**config.mk**
```make
export PLATFORM = sky130hd
export DESIGN_NAME = m_muldiv_seq
export DESIGN_NICKNAME = d
export VERILOG_FILES = /design/src/rtl/m_muldiv_defs.sv /design/src/rtl/m_divmul_step.sv /design/src/rtl/m_muldiv_seq.sv
export SDC_FILE = /design/constraint.sdc
export NUM_CORES = 1
export LEC_CHECK = 0
export BUFFER_PORTS_ARGS = -buffer_cell sky130_fd_sc_hd__clkbuf_2
export CAP_MARGIN = 10
export CORE_MARGIN = 5
export CORE_UTILIZATION = 60
export CTS_BUF_LIST = sky130_fd_sc_hd__clkbuf_8 sky130_fd_sc_hd__clkbuf_16
export DETAILED_ROUTE_END_ITERATION = 12
export PLACE_DENSITY = 0.82
export SYNTH_ARGS = -nofsm -noshare
export SYNTH_HDL_FRONTEND = slang
export SYNTH_SLANG_ARGS = --single-unit
```
**constraint.sdc**
```tcl
create_clock -name i_clk -period 5 [get_ports i_clk]
set_input_delay 0.75 -clock i_clk [delete_from_list [all_inputs] [get_ports i_clk]]
set_output_delay 0.75 -clock i_clk [all_outputs]
set_load 0.005 [all_outputs]
```
**src/rtl/m_muldiv_defs.sv**
```systemverilog
// Shared RV32M multiply/divide definitions: funct3 op codes, FSM states, decode helpers.
package m_muldiv_defs;

  localparam logic [2:0] OP_MUL    = 3'b000;
  localparam logic [2:0] OP_MULH   = 3'b001;
  localparam logic [2:0] OP_MULHSU = 3'b010;
  localparam logic [2:0] OP_MULHU  = 3'b011;
  localparam logic [2:0] OP_DIV    = 3'b100;
  localparam logic [2:0] OP_DIVU   = 3'b101;
  localparam logic [2:0] OP_REM    = 3'b110;
  localparam logic [2:0] OP_REMU   = 3'b111;

  localparam logic [6:0] OPCODE_OP     = 7'b0110011;
  localparam logic [6:0] FUNCT7_MULDIV = 7'b0000001;

  typedef enum logic [1:0] {
    S_IDLE = 2'd0,
    S_CALC = 2'd1,
    S_FIX  = 2'd2,
    S_DONE = 2'd3
  } state_t;

  // The controller uses this to raise the start strobe and forward funct3 as the op.
  function automatic logic is_muldiv(input logic [6:0] opcode, input logic [6:0] funct7);
    return (opcode == OPCODE_OP) && (funct7 == FUNCT7_MULDIV);
  endfunction

  function automatic logic op_is_div(input logic [2:0] op);
    return op[2];
  endfunction

  function automatic logic op_signed_a(input logic [2:0] op);
    return (op == OP_DIV) || (op == OP_REM) || (op == OP_MULH) || (op == OP_MULHSU);
  endfunction

  function automatic logic op_signed_b(input logic [2:0] op);
    return (op == OP_DIV) || (op == OP_REM) || (op == OP_MULH);
  endfunction

endpackage

```
**src/rtl/m_divmul_step.sv**
```systemverilog
// One iteration on magnitudes: shift-add multiply (acc shifts right) or restoring divide
// (remainder:dividend shifts left). Purely combinational.
module m_divmul_step #(
  parameter int WIDTH = 32
) (
  input  logic               mode_div,
  input  logic [2*WIDTH-1:0] acc,
  input  logic [WIDTH-1:0]   operand,
  input  logic               cur_bit,
  output logic [2*WIDTH-1:0] acc_next,
  output logic               q_bit
);

  logic [WIDTH:0]   sum;
  logic [WIDTH:0]   rem_sh;
  logic [WIDTH-1:0] sub;
  logic             ge;

  always_comb begin
    sum      = {1'b0, acc[2*WIDTH-1:WIDTH]} + {1'b0, (cur_bit ? operand : {WIDTH{1'b0}})};
    rem_sh   = {acc[2*WIDTH-1:WIDTH], cur_bit};
    ge       = rem_sh >= {1'b0, operand};
    // When ge holds the true difference is below the divisor, so W bits suffice.
    sub      = rem_sh[WIDTH-1:0] - operand;
    acc_next = '0;
    q_bit    = 1'b0;
    if (mode_div) begin
      q_bit    = ge;
      acc_next = {(ge ? sub : rem_sh[WIDTH-1:0]), acc[WIDTH-2:0], 1'b0};
    end else begin
      acc_next = {sum, acc[WIDTH-1:1]};
    end
  end

endmodule

```
**src/rtl/m_muldiv_seq.sv**
```systemverilog
// Iterative RV32M multiply/divide: WIDTH+2 cycles per op (2 for divide special cases),
// valid/ready on both request and result; holds the result in DONE until i_ready.
module m_muldiv_seq
  import m_muldiv_defs::*;
#(
  parameter int WIDTH = 32,
  parameter int CNT_W = $clog2(WIDTH) + 1
) (
  input  logic             i_clk,
  input  logic             i_reset,
  input  logic             i_valid,
  output logic             o_ready,
  input  logic [2:0]       i_op,
  input  logic [WIDTH-1:0] i_a,
  input  logic [WIDTH-1:0] i_b,
  output logic             o_valid,
  input  logic             i_ready,
  output logic [WIDTH-1:0] o_result,
  output logic             o_busy
);

  localparam logic [WIDTH-1:0] MIN_NEG = {1'b1, {(WIDTH-1){1'b0}}};

  state_t             state, state_nxt;
  logic [CNT_W-1:0]   cnt;
  logic [2:0]         op_q;
  logic               sa_q, sb_q, spec_q;
  logic [WIDTH-1:0]   opd_q;
  logic [2*WIDTH-1:0] acc_q;
  logic [WIDTH-1:0]   result_q;

  logic               sa_in, sb_in, div_zero, div_ovf, special;
  logic [WIDTH-1:0]   mag_a, mag_b;
  logic [2*WIDTH-1:0] step_acc, prod;
  logic               step_q;
  logic [WIDTH-1:0]   quo_f, rem_f, fix_result;

  always_comb begin
    sa_in    = op_signed_a(i_op) & i_a[WIDTH-1];
    sb_in    = op_signed_b(i_op) & i_b[WIDTH-1];
    mag_a    = sa_in ? -i_a : i_a;
    mag_b    = sb_in ? -i_b : i_b;
    div_zero = op_is_div(i_op) && (i_b == '0);
    div_ovf  = op_is_div(i_op) && !i_op[0] && (i_a == MIN_NEG) && (i_b == '1);
    special  = div_zero || div_ovf;
  end

  m_divmul_step #(.WIDTH(WIDTH)) u_step (
    .mode_div (op_q[2]),
    .acc      (acc_q),
    .operand  (opd_q),
    .cur_bit  (op_q[2] ? acc_q[WIDTH-1] : acc_q[0]),
    .acc_next (step_acc),
    .q_bit    (step_q)
  );

  // Special cases preload acc with the final {remainder, quotient} and bypass the sign fix.
  always_comb begin
    prod  = (sa_q ^ sb_q) ? -acc_q : acc_q;
    quo_f = acc_q[WIDTH-1:0];
    rem_f = acc_q[2*WIDTH-1:WIDTH];
    if (!spec_q) begin
      if (sa_q ^ sb_q) quo_f = -acc_q[WIDTH-1:0];
      if (sa_q)        rem_f = -acc_q[2*WIDTH-1:WIDTH];
    end
    case (op_q)
      OP_MUL:                      fix_result = prod[WIDTH-1:0];
      OP_MULH, OP_MULHSU, OP_MULHU: fix_result = prod[2*WIDTH-1:WIDTH];
      OP_DIV, OP_DIVU:             fix_result = quo_f;
      default:                     fix_result = rem_f;
    endcase
  end

  always_comb begin
    state_nxt = state;
    case (state)
      S_IDLE: if (i_valid) state_nxt = special ? S_FIX : S_CALC;
      S_CALC: if (cnt == CNT_W'(WIDTH-1)) state_nxt = S_FIX;
      S_FIX:  state_nxt = S_DONE;
      S_DONE: if (i_ready) state_nxt = S_IDLE;
      default: state_nxt = S_IDLE;
    endcase
  end

  always_ff @(posedge i_clk) begin
    if (i_reset) state <= S_IDLE;
    else         state <= state_nxt;
  end

  always_ff @(posedge i_clk) begin
    if (i_reset) begin
      cnt      <= '0;
      op_q     <= '0;
      sa_q     <= 1'b0;
      sb_q     <= 1'b0;
      spec_q   <= 1'b0;
      opd_q    <= '0;
      acc_q    <= '0;
      result_q <= '0;
    end else begin
      case (state)
        S_IDLE: if (i_valid) begin
          op_q   <= i_op;
          sa_q   <= sa_in;
          sb_q   <= sb_in;
          spec_q <= special;
          cnt    <= '0;
          opd_q  <= op_is_div(i_op) ? mag_b : mag_a;
          if (div_zero)             acc_q <= {i_a, {WIDTH{1'b1}}};
          else if (div_ovf)         acc_q <= {{WIDTH{1'b0}}, i_a};
          else if (op_is_div(i_op)) acc_q <= {{WIDTH{1'b0}}, mag_a};
          else                      acc_q <= {{WIDTH{1'b0}}, mag_b};
        end
        S_CALC: begin
          acc_q <= step_acc | {{(2*WIDTH-1){1'b0}}, step_q};
          cnt   <= cnt + 1'b1;
        end
        S_FIX:   result_q <= fix_result;
        default: ;
      endcase
    end
  end

  assign o_ready  = (state == S_IDLE);
  assign o_valid  = (state == S_DONE);
  assign o_busy   = (state == S_CALC) || (state == S_FIX);
  assign o_result = result_q;

endmodule

```
==> results of run 1 <==
-- state kept, by name, indices dropped and copies added, names as in the netlist --
signal,count
state,2
op_q,3
spec_q,1
o_result,32
sb_q,1
opd_q,32
sa_q,1
acc_q,64
cnt,6
-- metal layers --
layer	wire length, um	track usage	vias to the layer above
met4	4445	0.2672	0
li1	-	-	7817
met2	26330	0.6421	1189
met3	6195	0.06874	269
met5	0	0	-
met1	22330	0.5148	7960
-- path summary, 6_finish.rpt --
| check | endpoint | slack [ns] | cells after the start |
|---|---|---|---|
| hold / removal | opd_q[28] | 0.46 | 2 |
| hold reg to reg | opd_q[28] | 0.46 | 2 |
| setup / recovery | acc_q[61] | 0.31 | 15 |
| setup reg to reg | acc_q[61] | 0.31 | 15 |
-- power by group through the flow --
stage	sequential, mW	combinational, mW	clock, mW
after detailed placement	2.15	7.49	0
after global routing	2.20	8.38	1.31
after floorplan	1.82	5.52	0
final	2.18	7.78	1.27
after CTS	2.13	7.54	1.25
after global placement	2.14	7.40	0
-- synthesized netlist by cell type (10+ instances only) --
cell type and number:
buf_1 17, a311oi_1 23, nand3_1 37, dfxtp_1 142, a211oi_1 60, a21o_1 21
ha_1 75, xnor2_1 84, o21a_1 15, clkbuf_1 133, nor4_1 22, nand2_1 220
nor2_1 274, or3_1 16, o41ai_1 10, a21oi_1 240, a221oi_1 23, a31oi_1 23
or4_1 14, and3_1 13, nor3_1 83, o31ai_1 26, nand2b_1 19, mux2i_1 55
xor2_1 83, inv_1 63, o211ai_1 30, o21bai_1 10, o311ai_0 11, o21ai_0 148
nand4_1 18
-- logic make-up (layout without fill, tap and decap cells) --
group | after synthesis | after routing | share of synthesized area
flip-flops | 142 | 142 | 0.1936
XOR/XNOR | 167 | 167 | 0.09962
buffers and inverters | 219 | 240 | 0.05692
adder cells (fa/ha/maj) | 77 | 77 | 0.06664
multiplexers | 57 | 57 | 0.03903
AO/OA/AOI/OAI | 707 | 707 | 0.3033
AND/OR/NAND/NOR | 767 | 767 | 0.2409
-- area by class of cell --
class	count	area (um2)	area share
multi-input cells	1775	11060	0.6940
flip-flops and latches	142	2846	0.1787
repair buffers	145	828.3	0.05199
clock buffers	17	425.4	0.02670
well taps	324	405.4	0.02545
inverters	64	240.2	0.01508
clock inverters	14	128.9	0.008090
-- critical path, stage by stage (launching register included) --
cell      delay, ns
dfxtp_4        0.42
mux2i_2        0.77
inv_1          0.15
ha_1           0.23
ha_1           0.24
fa_1           0.44
a21oi_1        0.20
o21a_1         0.17
o21a_1         0.20
o31ai_1        0.17
a21oi_1        0.35
o21ai_0        0.18
o41ai_1        0.52
xnor2_1        0.19
a211oi_1       0.06
nor4_1         0.29
-- through the flow --
| step | setup WS (ns) | power [mW] | std cells | instance area [um2] |
|---|---|---|---|---|
| after detailed placement | 0.5209 | 9.641 | 2450 | 15380 |
| after floorplan | 0.9640 | 7.335 | 2136 | 14680 |
| after CTS | 0.4847 | 10.92 | 2481 | 15930 |
| final | 0.3126 | 11.23 | 2481 | 15930 |
| after global placement | 0.5912 | 9.535 | 2450 | 15380 |
| after global routing | 0.04588 | 11.90 | 2481 | 15930 |
==> impl_metrics.env, run 1 <==
export IMPL_drv_cap=0
export IMPL_detailed_place_hpwl_um=44800
export IMPL_io_pins=106
export IMPL_synth_net_count=2284
export IMPL_viasPerCell=6.947
export IMPL_area_growth_pct=8.496
export IMPL_row_count=57
export IMPL_fin_worst_skew_ns=0.01174
export IMPL_grt_pass1_vias=15920
export IMPL_num_vias=17235
export IMPL_r2r_start="op_q[2]"
export IMPL_layout_min_cycle_time_ns=4.687
export IMPL_netlist_area_leader_share=0.1936
export IMPL_grt_max_degree=79
export IMPL_dieWidth_um=166.4
export IMPL_post_cts_setup_buffer_count=0
export IMPL_gp_congestion=1.056
export IMPL_ctsRootBufferMaster="clkbuf_16"
export IMPL_remaining_drc_errors=0
export IMPL_synth_cells=2136
export IMPL_grt_pass1_wl_um=90070
export IMPL_maxSlewViolCount=0
export IMPL_finalSetupViolations=0
export IMPL_diodes=0
export IMPL_antenna_found_initial=1
export IMPL_avgRoutedWirePerCell_um=23.90
export IMPL_cts_tree="yes"
export IMPL_clk_latency_ns=0.44
export IMPL_synth_edf_count=0
export IMPL_timing_hold_ws_ns=0.4566
export IMPL_finalSetupTns_ns=0
export IMPL_startpoint="op_q[2]"
export IMPL_h_tree_depth=4
export IMPL_ir_worst_vdd_uv=784.4
export IMPL_netSwitchingPower_mw=6.361
export IMPL_p_sw_frac=0.5664
export IMPL_final_hold_violation_count=0
export IMPL_ys_seq_area_frac=0.1936
export IMPL_layout_commonest_cell="nor2_1"
export IMPL_crit_required_ns=5.34
export IMPL_mappedNetlistArea_mm2=0.01468
export IMPL_synthArstFlopShare=0
export IMPL_grt_usage=0.4076
export IMPL_ctsHoldBuffers=0
export IMPL_cp_end_kind="register"
export IMPL_drtIter0Drc=2580
export IMPL_cellPowerDensity_mw_per_mm2=705.0
export IMPL_ant_nets=0
export IMPL_pwr_share_seq=0.194
export IMPL_start_util=0.6073
export IMPL_synth_top_area_cell="dfxtp_1"
export IMPL_avgSynthCellArea_um2=6.874
export IMPL_cts_sink_count=142
export IMPL_grt_overflow_total=0
export IMPL_die_h_um=166.4
export IMPL_layout_common_cells="nor2_1 (272), a21oi_1 (239), nand2_1 (220)"
export IMPL_rsz0062_at_grt="false"
export IMPL_post_route_util=0.6589
export IMPL_startpoint_type="register"
export IMPL_cp_max_fo=12
export IMPL_wl_um=59290
export IMPL_firstDrtPassIters=9
export IMPL_p_leak_nw=6.233
export IMPL_cts_resized=0
export IMPL_worst_setup_path_type="register to register"
export IMPL_clock_power_share=0.113
export IMPL_synthTopCellsByArea="dfxtp_1 (19%), a21oi_1 (8.2%), nor2_1 (7.0%)"
export IMPL_ctsLongestPathBuffers=2
export IMPL_tightestPinTransition_ns=1.100
export IMPL_crit_arrival_ns=5.03
export IMPL_port_buffers=105
export IMPL_fill_cells=2230
export IMPL_post_route_period_util=0.9375
export IMPL_ys_ff_latch=142
export IMPL_holdCritPathClass="register to register"
export IMPL_layout_nets=2293
export IMPL_pwr_share_comb=0.693
export IMPL_max_freq_ghz=0.2133
export IMPL_hold_start="opd_q[28]"
export IMPL_outcome="finished, final reports clean"
export IMPL_maxSlewHeadroom=0.2616
export IMPL_synth_cell_types=75
export IMPL_drive_gt1_frac=0.09782
export IMPL_cts_clk_slew_worst_paths_ns=0.07
export IMPL_fp_coreArea_mm2=0.02418
export IMPL_die_area_mm2=0.02770
export IMPL_yosys_warnings=0
export IMPL_synth_flop_cell="dfxtp_1"
export IMPL_internal_power_mw=4.870
export IMPL_cts_buffers=17
Note: power is estimated with default switching activity, not from simulation.
==> inputs of run 2 (changes only) <==
RECOVER_POWER = 50   (was not set)
==> run 2 against run 1 <==
The run now ends with max-capacitance violations, max-slew violations left. Register-to-register slack better by 0.03 ns. Global-route usage stayed put. Design area is 0.68% lower.
==> impl_metrics.env, run 2 (synthesis gave the netlist of run 1 again) <==
export IMPL_layout_min_cycle_time_ns=4.654
export IMPL_p_leak_nw=6.115
export IMPL_cp_end_kind="register"
export IMPL_ctsLongestPathBuffers=2
export IMPL_crit_family="compound AO/OA/AOI/OAI gates"
export IMPL_max_freq_ghz=0.2149
export IMPL_startpoint="op_q[2]"
export IMPL_cellPowerDensity_mw_per_mm2=706.1
export IMPL_remaining_drc_errors=0
export IMPL_crit_chain="mux2i_2, inv_1, ha_1, ha_1, fa_1, a21oi_1, o21a_1, o21a_1, o31ai_1, a21oi_1, o21ai_0, o41ai_1, xnor2_1, a211oi_1, nor4_1"
export IMPL_antenna_found_initial=1
export IMPL_cp_max_fo=12
export IMPL_layout_common_cells="nor2_1 (272), a21oi_1 (239), nand2_1 (220)"
export IMPL_num_vias=17198
export IMPL_layout_nets=2293
export IMPL_fill_cells=2267
export IMPL_detailed_place_hpwl_um=44800
export IMPL_cts_buffers=17
export IMPL_crit_arrival_ns=4.99
export IMPL_grt_pass1_vias=15920
export IMPL_start_util=0.6073
export IMPL_drv_cap=2
export IMPL_multiInputGateArea_mm2=0.01101
export IMPL_post_route_period_util=0.9307
export IMPL_layout_commonest_cell="nor2_1"
export IMPL_drtIter0Drc=2518
export IMPL_cts_clk_slew_worst_paths_ns=0.06
export IMPL_io_pins=106
export IMPL_die_area_mm2=0.02770
export IMPL_outcome="complete, but fails checks"
export IMPL_seq_area_mm2=0.002846
export IMPL_wl_um=59090
export IMPL_avgRoutedWirePerCell_um=23.82
export IMPL_crit_buf_inv=1
export IMPL_area_growth_pct=7.763
export IMPL_largest_register="acc_q"
export IMPL_gp_congestion=1.056
export IMPL_r2r_start="op_q[2]"
export IMPL_diodes=0
export IMPL_h_tree_depth=4
export IMPL_dieWidth_um=166.4
export IMPL_post_cts_setup_buffer_count=0
export IMPL_cts_resized=0
export IMPL_grt_overflow_total=0
export IMPL_port_buffers=105
export IMPL_fin_worst_skew_ns=0.01163
export IMPL_holdCritPathClass="register to register"
export IMPL_post_route_util=0.6545
export IMPL_grt_max_degree=79
export IMPL_cts_tree="yes"
export IMPL_clk_latency_ns=0.44
export IMPL_rsz0062_at_grt="false"
export IMPL_crit_required_ns=5.34
export IMPL_viasPerCell=6.932
export IMPL_grt_pass1_wl_um=90070
export IMPL_fp_coreArea_mm2=0.02418
export IMPL_cp_slowest_stage_delay_ns=0.75
export IMPL_die_h_um=166.4
export IMPL_ctsHoldBuffers=0
export IMPL_ir_worst_vdd_uv=781.4
export IMPL_drive_gt1_frac=0.08067
export IMPL_ctsRootBufferMaster="clkbuf_16"
export IMPL_worst_setup_path_type="register to register"
export IMPL_hold_start="opd_q[28]"
export IMPL_tightestPinTransition_ns=1.785
export IMPL_maxSlewViolCount=114
export IMPL_ant_nets=0
export IMPL_firstDrtPassIters=7
export IMPL_largest_register_ffs=64
export IMPL_violations="max-capacitance violations, max-slew violations"
export IMPL_finalSetupViolations=0
export IMPL_ff2ff_setup_slack_ns=0.35
export IMPL_grt_usage=0.4076
export IMPL_maxSlewHeadroom=-0.1901
export IMPL_finalSetupTns_ns=0
export IMPL_critical_path_slowest_cell="mux2i_2"
export IMPL_final_hold_violation_count=0
export IMPL_startpoint_type="register"
export IMPL_cts_sink_count=142
export IMPL_row_count=57
-- run 2: cell types whose count changed in the layout (fill, tap and decap cells not counted), moves of 2 or more --
| cell | delta |
|---|---|
| buf_4 | -8 |
| clkbuf_2 | -23 |
| clkbuf_1 | +31 |
| or4_4 | -2 |
| or4_1 | +2 |
| nor3_1 | +2 |
-- run 2: worst paths after layout --
check,to,cells after the start
hold / removal,opd_q[28],2
setup reg to reg,acc_q[61],15
setup / recovery,acc_q[61],15
hold reg to reg,opd_q[28],2
-- run 2: per-stage QoR --
step | std cells | worst slack (ns) | power (mW) | hold slack (ns) | instance area, um2
floorplan | 2136 | 0.9640 | 7.335 | 0.4319 | 14680
global placement | 2450 | 0.5912 | 9.535 | 0.4417 | 15380
detailed placement | 2450 | 0.5209 | 9.641 | 0.4485 | 15380
CTS | 2481 | 0.4847 | 10.92 | 0.4574 | 15930
global route | 2481 | 0.04544 | 11.85 | 0.4834 | 15820
finish | 2481 | 0.3465 | 11.17 | 0.4550 | 15820
-- run 2: power by group --
group / internal [mW] / switching, mW / total, mW
Combinational: 2.69 / 5.04 / 7.73
Sequential: 1.50 / 0.671 / 2.17
Clock: 0.654 / 0.614 / 1.27
Total: 4.85 / 6.33 / 11.2
-- run 2: worst min-delay path, stage by stage, from the launching register on --
cell and delay (ns):
dfxtp_1 0.31, nand2_1 0.05, a21oi_1 0.05
-- run 2: layout make-up --
type / instances / area share
multi-input combinational: 1775 / 0.6956
sequential: 142 / 0.1799
timing repair buffer: 145 / 0.04863
clock buffer: 17 / 0.02689
tap: 324 / 0.02562
inverter: 64 / 0.01518
clock inverter: 14 / 0.008145
-- run 2: metal layers --
layer	wire length [um]	global-route usage
met1	22280	0.5148
met2	26000	0.6421
met3	6143	0.06874
met4	4677	0.2672
met5	0	0
